## config.mk

```make
export PLATFORM = sky130hd
export DESIGN_NAME = isp_mode_ctrl_flat
export DESIGN_NICKNAME = d
export VERILOG_FILES = /design/src/rtl/isp_mode_ctrl_pkg.sv /design/src/rtl/isp_mode_ctrl_if.sv /design/src/rtl/isp_mode_ctrl_key_debounce.sv /design/src/rtl/isp_mode_ctrl.sv /design/src/flat_wrapper.sv
export SDC_FILE = /design/constraint.sdc
export NUM_CORES = 1
export LEC_CHECK = 0
export BUFFER_PORTS_ARGS = -buffer_cell sky130_fd_sc_hd__buf_4
export CORE_MARGIN = 2
export CORE_UTILIZATION = 38
export CTS_CLUSTER_DIAMETER = 120
export DETAILED_ROUTE_END_ITERATION = 16
export GPL_ROUTABILITY_DRIVEN = 0
export MAX_ROUTING_LAYER = met4
export PLACE_DENSITY_LB_ADDON = 0.2
export SETUP_SLACK_MARGIN = 0.02
export SLEW_MARGIN = 20
export SYNTH_ARGS = -nofsm -noshare
export SYNTH_HDL_FRONTEND = slang
export SYNTH_SLANG_ARGS = --single-unit
```

## constraint.sdc

```tcl
create_clock -name clk -period 3.65 [get_ports clk]
set_input_delay 0.5475 -clock clk [delete_from_list [all_inputs] [get_ports clk]]
set_output_delay 0.5475 -clock clk [all_outputs]
set_load 0.03 [all_outputs]
```

## src/rtl/isp_mode_ctrl_pkg.sv

```systemverilog
// Shared definitions for the ISP display-mode controller: mode codes,
// controller state encoding, mode width and the mode-advance helper.
package isp_pkg;

    localparam int MODE_W = 4;

    localparam logic [MODE_W-1:0] ISP_MODE_RAW = 4'd0;
    localparam logic [MODE_W-1:0] ISP_MODE_CFA = 4'd1;
    localparam logic [MODE_W-1:0] ISP_MODE_AWB = 4'd2;

    typedef enum logic [1:0] {
        ST_IDLE    = 2'd0,
        ST_WAIT_VS = 2'd1,
        ST_SETTLE  = 2'd2
    } isp_state_e;

    // Next mode in the cycle 0..mode_num-1, wrapping back to 0.
    function automatic logic [MODE_W-1:0] isp_next_mode(
        input logic [MODE_W-1:0] mode,
        input logic [MODE_W:0]   mode_num
    );
        if (({1'b0, mode} + 5'd1) >= mode_num) begin
            return {MODE_W{1'b0}};
        end else begin
            return mode + 4'd1;
        end
    endfunction

endpackage

```

## src/rtl/isp_mode_ctrl_if.sv

```systemverilog
// Host mode-change request port (valid/ready). The host drives valid and
// the requested mode; the controller drives ready.
interface isp_mode_ctrl_if;
    import isp_pkg::*;

    logic              req_valid;
    logic [MODE_W-1:0] req_mode;
    logic              req_ready;

    modport master (output req_valid, output req_mode, input  req_ready);
    modport slave  (input  req_valid, input  req_mode, output req_ready);

endinterface

```

## src/rtl/isp_mode_ctrl_key_debounce.sv

```systemverilog
// Push-button conditioning for the mode controller: 2-flop synchronizer,
// saturating stability counter, and a one-cycle press pulse on a debounced
// high-to-low transition. Only instantiated when ISP_MODE_KEY_EN is defined.
module isp_key_debounce #(
    parameter int DEBOUNCE_CYCLES = 1_000_000
) (
    input  logic clk,
    input  logic reset_n,
    input  logic key_n,
    output logic press
);

    localparam int               CNT_W   = $clog2(DEBOUNCE_CYCLES + 1);
    localparam logic [CNT_W-1:0] CNT_MAX = CNT_W'(DEBOUNCE_CYCLES);
    localparam logic [CNT_W-1:0] CNT_ONE = CNT_W'(1);

    logic             r_sync1;
    logic             r_sync2;
    logic             r_key_db;
    logic [CNT_W-1:0] r_cnt;
    logic             r_press;

    logic             w_key_db_nxt;
    logic [CNT_W-1:0] w_cnt_nxt;
    logic             w_press_nxt;

    // Bring the asynchronous key into the clk domain; idle level is released (1).
    always_ff @(posedge clk or negedge reset_n) begin
        if (!reset_n) begin
            r_sync1 <= 1'b1;
            r_sync2 <= 1'b1;
        end else begin
            r_sync1 <= key_n;
            r_sync2 <= r_sync1;
        end
    end

    // Accept a new key level only after it has differed from the debounced
    // level for DEBOUNCE_CYCLES consecutive cycles; any bounce restarts the count.
    always_comb begin
        w_key_db_nxt = r_key_db;
        w_cnt_nxt    = r_cnt;
        w_press_nxt  = 1'b0;
        if (r_sync2 == r_key_db) begin
            w_cnt_nxt = {CNT_W{1'b0}};
        end else if (r_cnt >= (CNT_MAX - CNT_ONE)) begin
            w_key_db_nxt = r_sync2;
            w_cnt_nxt    = {CNT_W{1'b0}};
            w_press_nxt  = r_key_db & ~r_sync2;
        end else begin
            w_cnt_nxt = r_cnt + CNT_ONE;
        end
    end

    // Debounce state and registered press pulse.
    always_ff @(posedge clk or negedge reset_n) begin
        if (!reset_n) begin
            r_key_db <= 1'b1;
            r_cnt    <= {CNT_W{1'b0}};
            r_press  <= 1'b0;
        end else begin
            r_key_db <= w_key_db_nxt;
            r_cnt    <= w_cnt_nxt;
            r_press  <= w_press_nxt;
        end
    end

    assign press = r_press;

endmodule

```

## src/rtl/isp_mode_ctrl.sv

```systemverilog
// Frame-synchronous ISP display-mode controller. Host requests (and, when
// ISP_MODE_KEY_EN is defined, a debounced push-button) select the ISP output
// mux mode; changes take effect only at a vsync rise, and mute covers the
// pipeline-refill frames after each switch.
// Optional feature macro: ISP_MODE_KEY_EN (adds key_n port and debouncer).
module isp_mode_ctrl
    import isp_pkg::*;
#(
    parameter int MODE_NUM        = 3,
    parameter int DEFAULT_MODE    = 1,
    parameter int SETTLE_FRAMES   = 2,
    parameter int DEBOUNCE_CYCLES = 1_000_000
) (
    input  logic              clk,
    input  logic              reset_n,
    input  logic              in_vsync,
    isp_mode_ctrl_if.slave    req,
    output logic [MODE_W-1:0] isp_disp_mode,
    output logic              mute,
    output logic              busy,
    output logic              done,
    output logic              err
`ifdef ISP_MODE_KEY_EN
    ,
    input  logic              key_n
`endif
);

    localparam logic [MODE_W:0]   MODE_NUM_C  = (MODE_W + 1)'(MODE_NUM);
    localparam logic [MODE_W-1:0] DEF_MODE_C  = MODE_W'(DEFAULT_MODE);
    localparam logic [3:0]        SETTLE_C    = 4'(SETTLE_FRAMES);

    // Reject parameter sets the controller cannot honour.
    generate
        if ((MODE_NUM < 1) || (MODE_NUM > 16) || (DEFAULT_MODE >= MODE_NUM) ||
            (SETTLE_FRAMES < 0) || (SETTLE_FRAMES > 15) || (DEBOUNCE_CYCLES < 1)) begin : g_cfg_err
            $error("isp_mode_ctrl: illegal parameter set");
        end
    endgenerate

    isp_state_e        r_state;
    logic              r_vs_d1;
    logic [MODE_W-1:0] r_mode;
    logic [MODE_W-1:0] r_pend_mode;
    logic [3:0]        r_settle_cnt;
    logic              r_mute;
    logic              r_busy;
    logic              r_done;
    logic              r_err;
    logic              r_ready;

    isp_state_e        w_state_nxt;
    logic [MODE_W-1:0] w_mode_nxt;
    logic [MODE_W-1:0] w_pend_nxt;
    logic [3:0]        w_cnt_nxt;
    logic              w_mute_nxt;
    logic              w_done_nxt;
    logic              w_err_nxt;
    logic              w_busy_nxt;
    logic              w_ready_nxt;

    logic              w_vs_rise;
    logic              w_xfer;
    logic              w_key_press;
    logic              w_req_fire;
    logic [MODE_W-1:0] w_req_mode;

`ifdef ISP_MODE_KEY_EN
    isp_key_debounce #(
        .DEBOUNCE_CYCLES (DEBOUNCE_CYCLES)
    ) u_key_debounce (
        .clk     (clk),
        .reset_n (reset_n),
        .key_n   (key_n),
        .press   (w_key_press)
    );
`else
    assign w_key_press = 1'b0;
`endif

    assign w_vs_rise  = in_vsync & ~r_vs_d1;
    assign w_xfer     = req.req_valid & r_ready;
    // A host transfer in the same cycle takes priority over a key press.
    assign w_req_fire = w_xfer | (w_key_press & r_ready);
    assign w_req_mode = w_xfer ? req.req_mode : isp_next_mode(r_mode, MODE_NUM_C);

    // Delay vsync by one cycle for rising-edge detection.
    always_ff @(posedge clk or negedge reset_n) begin
        if (!reset_n) begin
            r_vs_d1 <= 1'b0;
        end else begin
            r_vs_d1 <= in_vsync;
        end
    end

    // Next-state and next-output decode of the mode-switch FSM.
    always_comb begin
        w_state_nxt = r_state;
        w_mode_nxt  = r_mode;
        w_pend_nxt  = r_pend_mode;
        w_cnt_nxt   = r_settle_cnt;
        w_mute_nxt  = r_mute;
        w_done_nxt  = 1'b0;
        w_err_nxt   = 1'b0;
        case (r_state)
            ST_IDLE: begin
                if (w_req_fire) begin
                    if ({1'b0, w_req_mode} >= MODE_NUM_C) begin
                        w_err_nxt = 1'b1;
                    end else if (w_req_mode == r_mode) begin
                        w_done_nxt = 1'b1;
                    end else begin
                        w_pend_nxt  = w_req_mode;
                        w_state_nxt = ST_WAIT_VS;
                    end
                end else begin
                    w_state_nxt = ST_IDLE;
                end
            end
            ST_WAIT_VS: begin
                if (w_vs_rise) begin
                    w_mode_nxt = r_pend_mode;
                    if (SETTLE_C != 4'd0) begin
                        w_mute_nxt  = 1'b1;
                        w_cnt_nxt   = SETTLE_C;
                        w_state_nxt = ST_SETTLE;
                    end else begin
                        w_done_nxt  = 1'b1;
                        w_state_nxt = ST_IDLE;
                    end
                end else begin
                    w_state_nxt = ST_WAIT_VS;
                end
            end
            ST_SETTLE: begin
                if (w_vs_rise) begin
                    // A zero count here can only come from corruption; finish anyway.
                    if (r_settle_cnt <= 4'd1) begin
                        w_cnt_nxt   = 4'd0;
                        w_mute_nxt  = 1'b0;
                        w_done_nxt  = 1'b1;
                        w_state_nxt = ST_IDLE;
                    end else begin
                        w_cnt_nxt = r_settle_cnt - 4'd1;
                    end
                end else begin
                    w_state_nxt = ST_SETTLE;
                end
            end
            default: begin
                w_state_nxt = ST_IDLE;
                w_mute_nxt  = 1'b0;
                w_cnt_nxt   = 4'd0;
            end
        endcase
        w_busy_nxt  = (w_state_nxt != ST_IDLE);
        // Ready stays low through the done/err cycle so a held request is
        // taken only once the completed one has been reported.
        w_ready_nxt = (w_state_nxt == ST_IDLE) & ~w_done_nxt & ~w_err_nxt;
    end

    // FSM state and registered outputs.
    always_ff @(posedge clk or negedge reset_n) begin
        if (!reset_n) begin
            r_state      <= ST_IDLE;
            r_mode       <= DEF_MODE_C;
            r_pend_mode  <= {MODE_W{1'b0}};
            r_settle_cnt <= 4'd0;
            r_mute       <= 1'b0;
            r_busy       <= 1'b0;
            r_done       <= 1'b0;
            r_err        <= 1'b0;
            r_ready      <= 1'b1;
        end else begin
            r_state      <= w_state_nxt;
            r_mode       <= w_mode_nxt;
            r_pend_mode  <= w_pend_nxt;
            r_settle_cnt <= w_cnt_nxt;
            r_mute       <= w_mute_nxt;
            r_busy       <= w_busy_nxt;
            r_done       <= w_done_nxt;
            r_err        <= w_err_nxt;
            r_ready      <= w_ready_nxt;
        end
    end

    assign isp_disp_mode = r_mode;
    assign mute          = r_mute;
    assign busy          = r_busy;
    assign done          = r_done;
    assign err           = r_err;
    assign req.req_ready = r_ready;

endmodule

```

## src/flat_wrapper.sv

```systemverilog
// flat-port wrapper written by rule: the top's interface ports become plain ports
module isp_mode_ctrl_flat import isp_pkg::*;
#(
    parameter int MODE_NUM        = 3,
    parameter int DEFAULT_MODE    = 1,
    parameter int SETTLE_FRAMES   = 2,
    parameter int DEBOUNCE_CYCLES = 1_000_000
)
  (clk, reset_n, in_vsync, isp_disp_mode, mute, busy, done, err, req_req_valid, req_req_mode, req_req_ready);
  isp_mode_ctrl_if req_i ();
  input  logic clk;
  input  logic reset_n;
  input  logic in_vsync;
  output logic [MODE_W-1:0] isp_disp_mode;
  output logic mute;
  output logic busy;
  output logic done;
  output logic err;
  input wire logic [$bits(req_i.req_valid)-1:0] req_req_valid;
  input wire logic [$bits(req_i.req_mode)-1:0] req_req_mode;
  output wire logic [$bits(req_i.req_ready)-1:0] req_req_ready;
  assign req_i.req_valid = req_req_valid;
  assign req_i.req_mode = req_req_mode;
  assign req_req_ready = req_i.req_ready;
  isp_mode_ctrl #(.MODE_NUM(MODE_NUM), .DEFAULT_MODE(DEFAULT_MODE), .SETTLE_FRAMES(SETTLE_FRAMES), .DEBOUNCE_CYCLES(DEBOUNCE_CYCLES)) u_core (.clk(clk), .reset_n(reset_n), .in_vsync(in_vsync), .req(req_i), .isp_disp_mode(isp_disp_mode), .mute(mute), .busy(busy), .done(done), .err(err));
endmodule
```

==> results of run 1 <==
-- through the flow --
stage                     instance area, µm²  util (%)  setup slack [ns]
after floorplan                         1139         -             1.563
after global placement                  1297     46.25             1.620
after detailed placement                1297     46.25             1.570
after CTS                               1324     47.19             1.548
after global routing                    1324     47.19             1.369
final                                   1324     47.19             1.554
-- registers in the layout, indices dropped and copies added, names as in the netlist --
signal / flops
u_core.busy: 1
u_core.err: 1
u_core.r_settle_cnt: 4
u_core.r_vs_d1: 1
u_core.r_pend_mode: 4
u_core.req.req_ready: 1
u_core.mute: 1
u_core.done: 1
u_core.r_state: 2
u_core.isp_disp_mode: 4
-- power by group through the flow --
stage               Sequential [mW]  Combinational [mW]  Clock (mW)
floorplan                     0.385               0.253           0
detailed placement            0.334               0.420           0
global route                  0.340               0.469       0.128
CTS                           0.330               0.422       0.116
global placement              0.333               0.413           0
finish                        0.330               0.419       0.111
-- cells in the mapped netlist (all sizes together), types with 2 or more instances --
| cell | number | share of area (%) |
|---|---|---|
| a31oi | 3 | 1.6 |
| nand2 | 12 | 4.0 |
| nor2 | 7 | 2.3 |
| a21oi | 2 | 0.88 |
| o211ai | 3 | 2.4 |
| dfstp | 2 | 4.6 |
| o21ai | 11 | 5.8 |
| nand2b | 2 | 1.1 |
| a21o | 2 | 1.4 |
| dfrtp | 18 | 40 |
| and2 | 3 | 1.9 |
| mux2 | 7 | 6.9 |
| nand3 | 4 | 1.8 |
| xor2 | 2 | 1.5 |
| xnor2 | 2 | 1.5 |
| nor3 | 2 | 0.88 |
| ha | 8 | 8.8 |
| inv | 7 | 2.3 |
-- per-layer routing --
layer,wire length [µm],vias up
li1,-,432
met1,1043,409
met2,1002,10
met3,65,2
met4,13,0
met5,0,-
-- final timing paths --
check / end / slack (ns) / cells past startpoint / from
worst max-delay path: u_core.req.req_ready / 1.55 / 8 / u_core.isp_disp_mode[0]
worst min-delay path: u_core.r_settle_cnt[2] / 0.09 / 1 / reset_n
worst max register to register: u_core.req.req_ready / 1.55 / 8 / u_core.isp_disp_mode[0]
worst min register to register: u_core.r_pend_mode[0] / 0.49 / 1 / u_core.r_pend_mode[0]
max in group asynchronous: u_core.isp_disp_mode[0] / 3.27 / 1 / reset_n
min in group clk: u_core.r_vs_d1 / 0.36 / 1 / in_vsync
-- cell type report --
type | count | area share [%]
tap | 31 | 2.930
clock buffer | 4 | 1.985
multi-input combinational | 82 | 46.03
timing repair buffer | 16 | 9.074
inverter | 7 | 1.985
sequential | 20 | 38.00
-- worst max-delay path: stages (launching register included) --
cell and delay, ns:
dfstp_2 0.58, inv_1 0.07, ha_1 0.30, nor4b_1 0.15, nand3_1 0.13, o211ai_2 0.16, o21ai_4 0.26, a31oi_1 0.12
nor3b_1 0.26
-- cell families (layout without fill, tap and decap cells) --
logic type                 count (synthesis)  after routing  synth area share (%)
xor gates and xnor gates                   4              4                 3.077
adders and majority gates                  8              8                 8.792
and+or+nand+nor                           37             37                 16.49
AOI/OAI and AO/OA                         26             26                 18.24
DFF                                       20             20                 44.18
buffers and inverters                      7             27                 2.308
muxes                                      7              7                 6.923
==> results.json, run 1 <==
{
  "dr.first_iter.drc_count": 35,
  "status": "finished with violations",
  "whs_ns": 0.09420,
  "p_sw_share_pct": 42.15,
  "layout_common_cells": "dfrtp_1, buf_4, nand2_1",
  "p_clk_share_pct": 12.9,
  "rsz0062_at_grt": "false",
  "hold_buffers": 0,
  "grt_use_met3_pct": 3.297,
  "post-route-drc-count": 1,
  "seqPwrFrac_pct": 38.4,
  "seq_area_frac_synth_pct": 44.18,
  "cts.clk_slew.worst_paths_ns": 0.12,
  "use_met2_pct": 21.11,
  "cp-end-kind": "flip-flop",
  "cts_tree": "yes",
  "combinationalPowerShare_pct": 48.7,
  "antenna_cells": 0,
  "regArea_um2": 503.0,
  "switching_power_uw": 362.5,
  "synthFlopType": "dfrtp_1",
  "yosysWarnings": 0,
  "grt_overflow": 0,
  "antenna_found_initial": 0,
  "powerDensity_mw_per_mm2": 649.7,
  "worst_hold_path_type": "input port to asynchronous set/reset pin",
  "initial_core_util_pct": 40.59,
  "multiInputGateArea_um2": 609.3,
  "ys_seq_elements": 20,
  "viasPerCell": 5.331,
  "h-tree-depth": 1,
  "violations": "DRC",
  "critPathRequiredTime_ns": 3.85,
  "rows": 19,
  "dp_hpwl_um": 1672,
  "busiest_layer": "met2",
  "drive_gt1_share_pct": 27.91,
  "power.leakage_nw": 0.6100,
  "worst_pin_slew_ns": 0.6437,
  "use_met1_pct": 20.19,
  "syn_area_per_cell_um2": 10.45,
  "drv_slew": 0,
  "first_pass_iters": 10,
  "crit_type": "flip-flop to flip-flop",
  "skew_ns": 0.009403,
  "period_share_pct": 57.42,
  "wl_per_cell_um": 13.28,
  "syn_to_final_growth_pct": 16.26,
  "stdcell_count": 160,
  "synthCells": 109,
  "synth_edf_count": 0,
  "hold_viol_final": 0,
  "numPortBuffers": 16,
  "final_common_cell": "dfrtp_1",
  "tns_ns": 0,
  "antenna_left": 0,
  "maxCapViolCount": 0,
  "io_pins": 17,
  "cts_buffer_depth": 2,
  "fmax_mhz": 477.2,
  "p_int_uw": 497.5,
  "grt_pass1_vias": 814,
  "num_vias": 853,
  "syn_area_mm2": 0.001139,
  "die_x_um": 58.74,
  "clk_latency_ns": 0.30,
  "grt_use_total_pct": 14.45,
  "netlist-cell-type-count": 35,
  "root_buffer": "clkbuf_4",
  "cts_resized": 0,
  "ir_worst_vdd_mv": 0.2281,
  "cts_buffers": 3,
  "die_h_um": 58.74,
  "cts_setup_buffers": 0,
  "grt_max_degree": 21,
  "fill_cells": 263,
  "power_uw": 860.0,
  "slew_headroom_pct": 56.63,
  "syn-num-nets": 125,
  "crit_arrival_ns": 2.30,
  "period_minus_slack_ns": 2.096,
  "grt_first_pass_wirelength_um": 3719,
  "final_nets": 146,
  "die_area_mm2": 0.003450,
  "cts_num_sinks": 20,
  "start_kind": "flip-flop",
  "core_mm2": 0.002805,
  "setup_viol": 0,
  "ys_async_sr_fraction_pct": 100.0,
  "drt-total-wl_um": 2124,
  "place_inst": 156,
  "worstPathMaxFanout": 8
}
Power figures use the tool's default switching activity.
==> inputs of run 2 (changes only) <==
- clock period: 3.65 -> 1.8 ns (I/O delays scaled with it)
==> run 2 against run 1 <==
Against the previous run:
- the run ends with setup timing left
- cell count grew 13%
- critical path depth is the same
- total power grew to 2.7 times the previous value
- critical path type unchanged
- register-to-register slack lost 1.7 ns
- final area grew 19%
- non-clock buffer count grew 20
==> results.json, run 2 (synthesis results as in run 1) <==
{
  "first_pass_iters": 4,
  "clk_latency_ns": 0.31,
  "dp_hpwl_um": 1906,
  "crit_arrival_ns": 2.12,
  "setup_viol": 7,
  "antenna_left": 0,
  "layout_common_cells": "buf_4, dfrtp_1, nand2_1",
  "worstPathMaxFanout": 7,
  "place_inst": 170,
  "dr.first_iter.drc_count": 24,
  "rrSetupSlack_ns": -0.1,
  "fmax_mhz": 527.5,
  "viasPerCell": 5.178,
  "die_h_um": 58.74,
  "numPortBuffers": 16,
  "die_x_um": 58.74,
  "root_buffer": "clkbuf_4",
  "status": "finished with violations",
  "io_pins": 17,
  "period_share_pct": 105.3,
  "cp-end-kind": "flip-flop",
  "period_minus_slack_ns": 1.896,
  "core_mm2": 0.002805,
  "cts.clk_slew.worst_paths_ns": 0.11,
  "drv_slew": 0,
  "grt_pass1_vias": 957,
  "placed_area_mm2": 0.001419,
  "regArea_um2": 503.0,
  "power.leakage_nw": 0.7283,
  "antenna_found_initial": 0,
  "cts_buffers": 3,
  "cts_tree": "yes",
  "antenna_cells": 0,
  "fill_cells": 244,
  "syn_to_final_growth_pct": 38.79,
  "maxCapViolCount": 0,
  "initial_core_util_pct": 40.59,
  "crit_type": "flip-flop to flip-flop",
  "worst_hold_path_type": "input port to flip-flop",
  "pre_cts_slack_ns": -0.1178,
  "hold_viol_final": 0,
  "cts_num_sinks": 20,
  "die_area_mm2": 0.003450,
  "start_kind": "flip-flop",
  "rsz0062_at_grt": "true",
  "ir_worst_vdd_mv": 0.6643,
  "critPathRequiredTime_ns": 2.02,
  "grt_first_pass_wirelength_um": 4077,
  "num_vias": 932,
  "grt_max_degree": 21,
  "wl_per_cell_um": 13.59,
  "multiInputGateArea_um2": 683.2,
  "worst_pin_slew_ns": 0.3494,
  "final_nets": 166,
  "skew_ns": 0.0009077,
  "grt_use_total_pct": 15.76,
  "violations": "setup timing",
  "drt-total-wl_um": 2446,
  "grt_overflow": 0,
  "slew_headroom_pct": 76.63,
  "power_mw": 2.292,
  "h-tree-depth": 1,
  "post-route-drc-count": 0,
  "stdcell_count": 180,
  "final_area_mm2": 0.001580,
  "rows": 19,
  "fin_ws_ns": -0.09566,
  "cts_buffer_depth": 2,
  "drive_gt1_share_pct": 45.64,
  "powerDensity_mw_per_mm2": 1450,
  "final_common_cell": "buf_4"
}
[run 2: where the power goes]
part | switching (mW) | total, mW | internal (mW)
Clock | 0.145 | 0.371 | 0.225
Sequential | 0.0881 | 0.662 | 0.574
Combinational | 0.623 | 1.26 | 0.636
[run 2: metal layers]
layer	wire, µm	share of wire [%]	GRT usage [%]	vias up
met3	86	3.5	4.835	4
met1	1108	45	19.58	448
met5	0	0	-	-
met4	20	0.82	2.597	0
li1	-	-	-	469
met2	1230	50	25.71	11
[run 2: what timing repair did]
action	4_1_cts	5_1_grt
gates resized for setup	4	14
setup endpoints to repair	8	13
hold buffers	1	0
pin swaps	3	3
buffers inserted	1	4
hold endpoints to repair	18	0
[run 2: layout make-up]
type	instances	share of cell area (%)
Sequential cell	20	31.83
Inverter	7	1.663
Timing Repair Buffer	36	17.50
Clock inverter	1	1.900
Tap cell	31	2.454
Clock buffer	3	1.425
Multi-Input combinational cell	82	43.23
[run 2: final timing paths]
check	from	end	cells past startpoint
hold / removal	in_vsync	u_core.r_vs_d1	1
min in group asynchronous	reset_n	u_core.r_settle_cnt[2]	2
max in group asynchronous	reset_n	u_core.isp_disp_mode[0]	2
setup / recovery	u_core.isp_disp_mode[0]	u_core.req.req_ready	8
setup reg to reg	u_core.isp_disp_mode[0]	u_core.req.req_ready	8
hold reg to reg	u_core.r_pend_mode[0]	u_core.r_pend_mode[0]	1
[run 2: per-stage QoR]
stage	utilization (%)	TNS (ns)	hold WS [ns]
after floorplan	-	-0.7774	-0.02559
after global placement	50.58	-0.1357	0.1587
after detailed placement	50.58	-0.3622	0.1609
after CTS	53.84	-0.2854	0.06029
after global routing	56.33	-1.083	0.05141
final	56.33	-0.3622	0.06938
[run 2: worst max-delay path, stage by stage, from the launching register on]
cell and delay [ns]:
dfstp_2 0.57, inv_2 0.05, buf_4 0.12, buf_4 0.12
xnor2_1 0.19, o211ai_2 0.17, o21ai_4 0.24, a31oi_1 0.11
nor3b_1 0.24
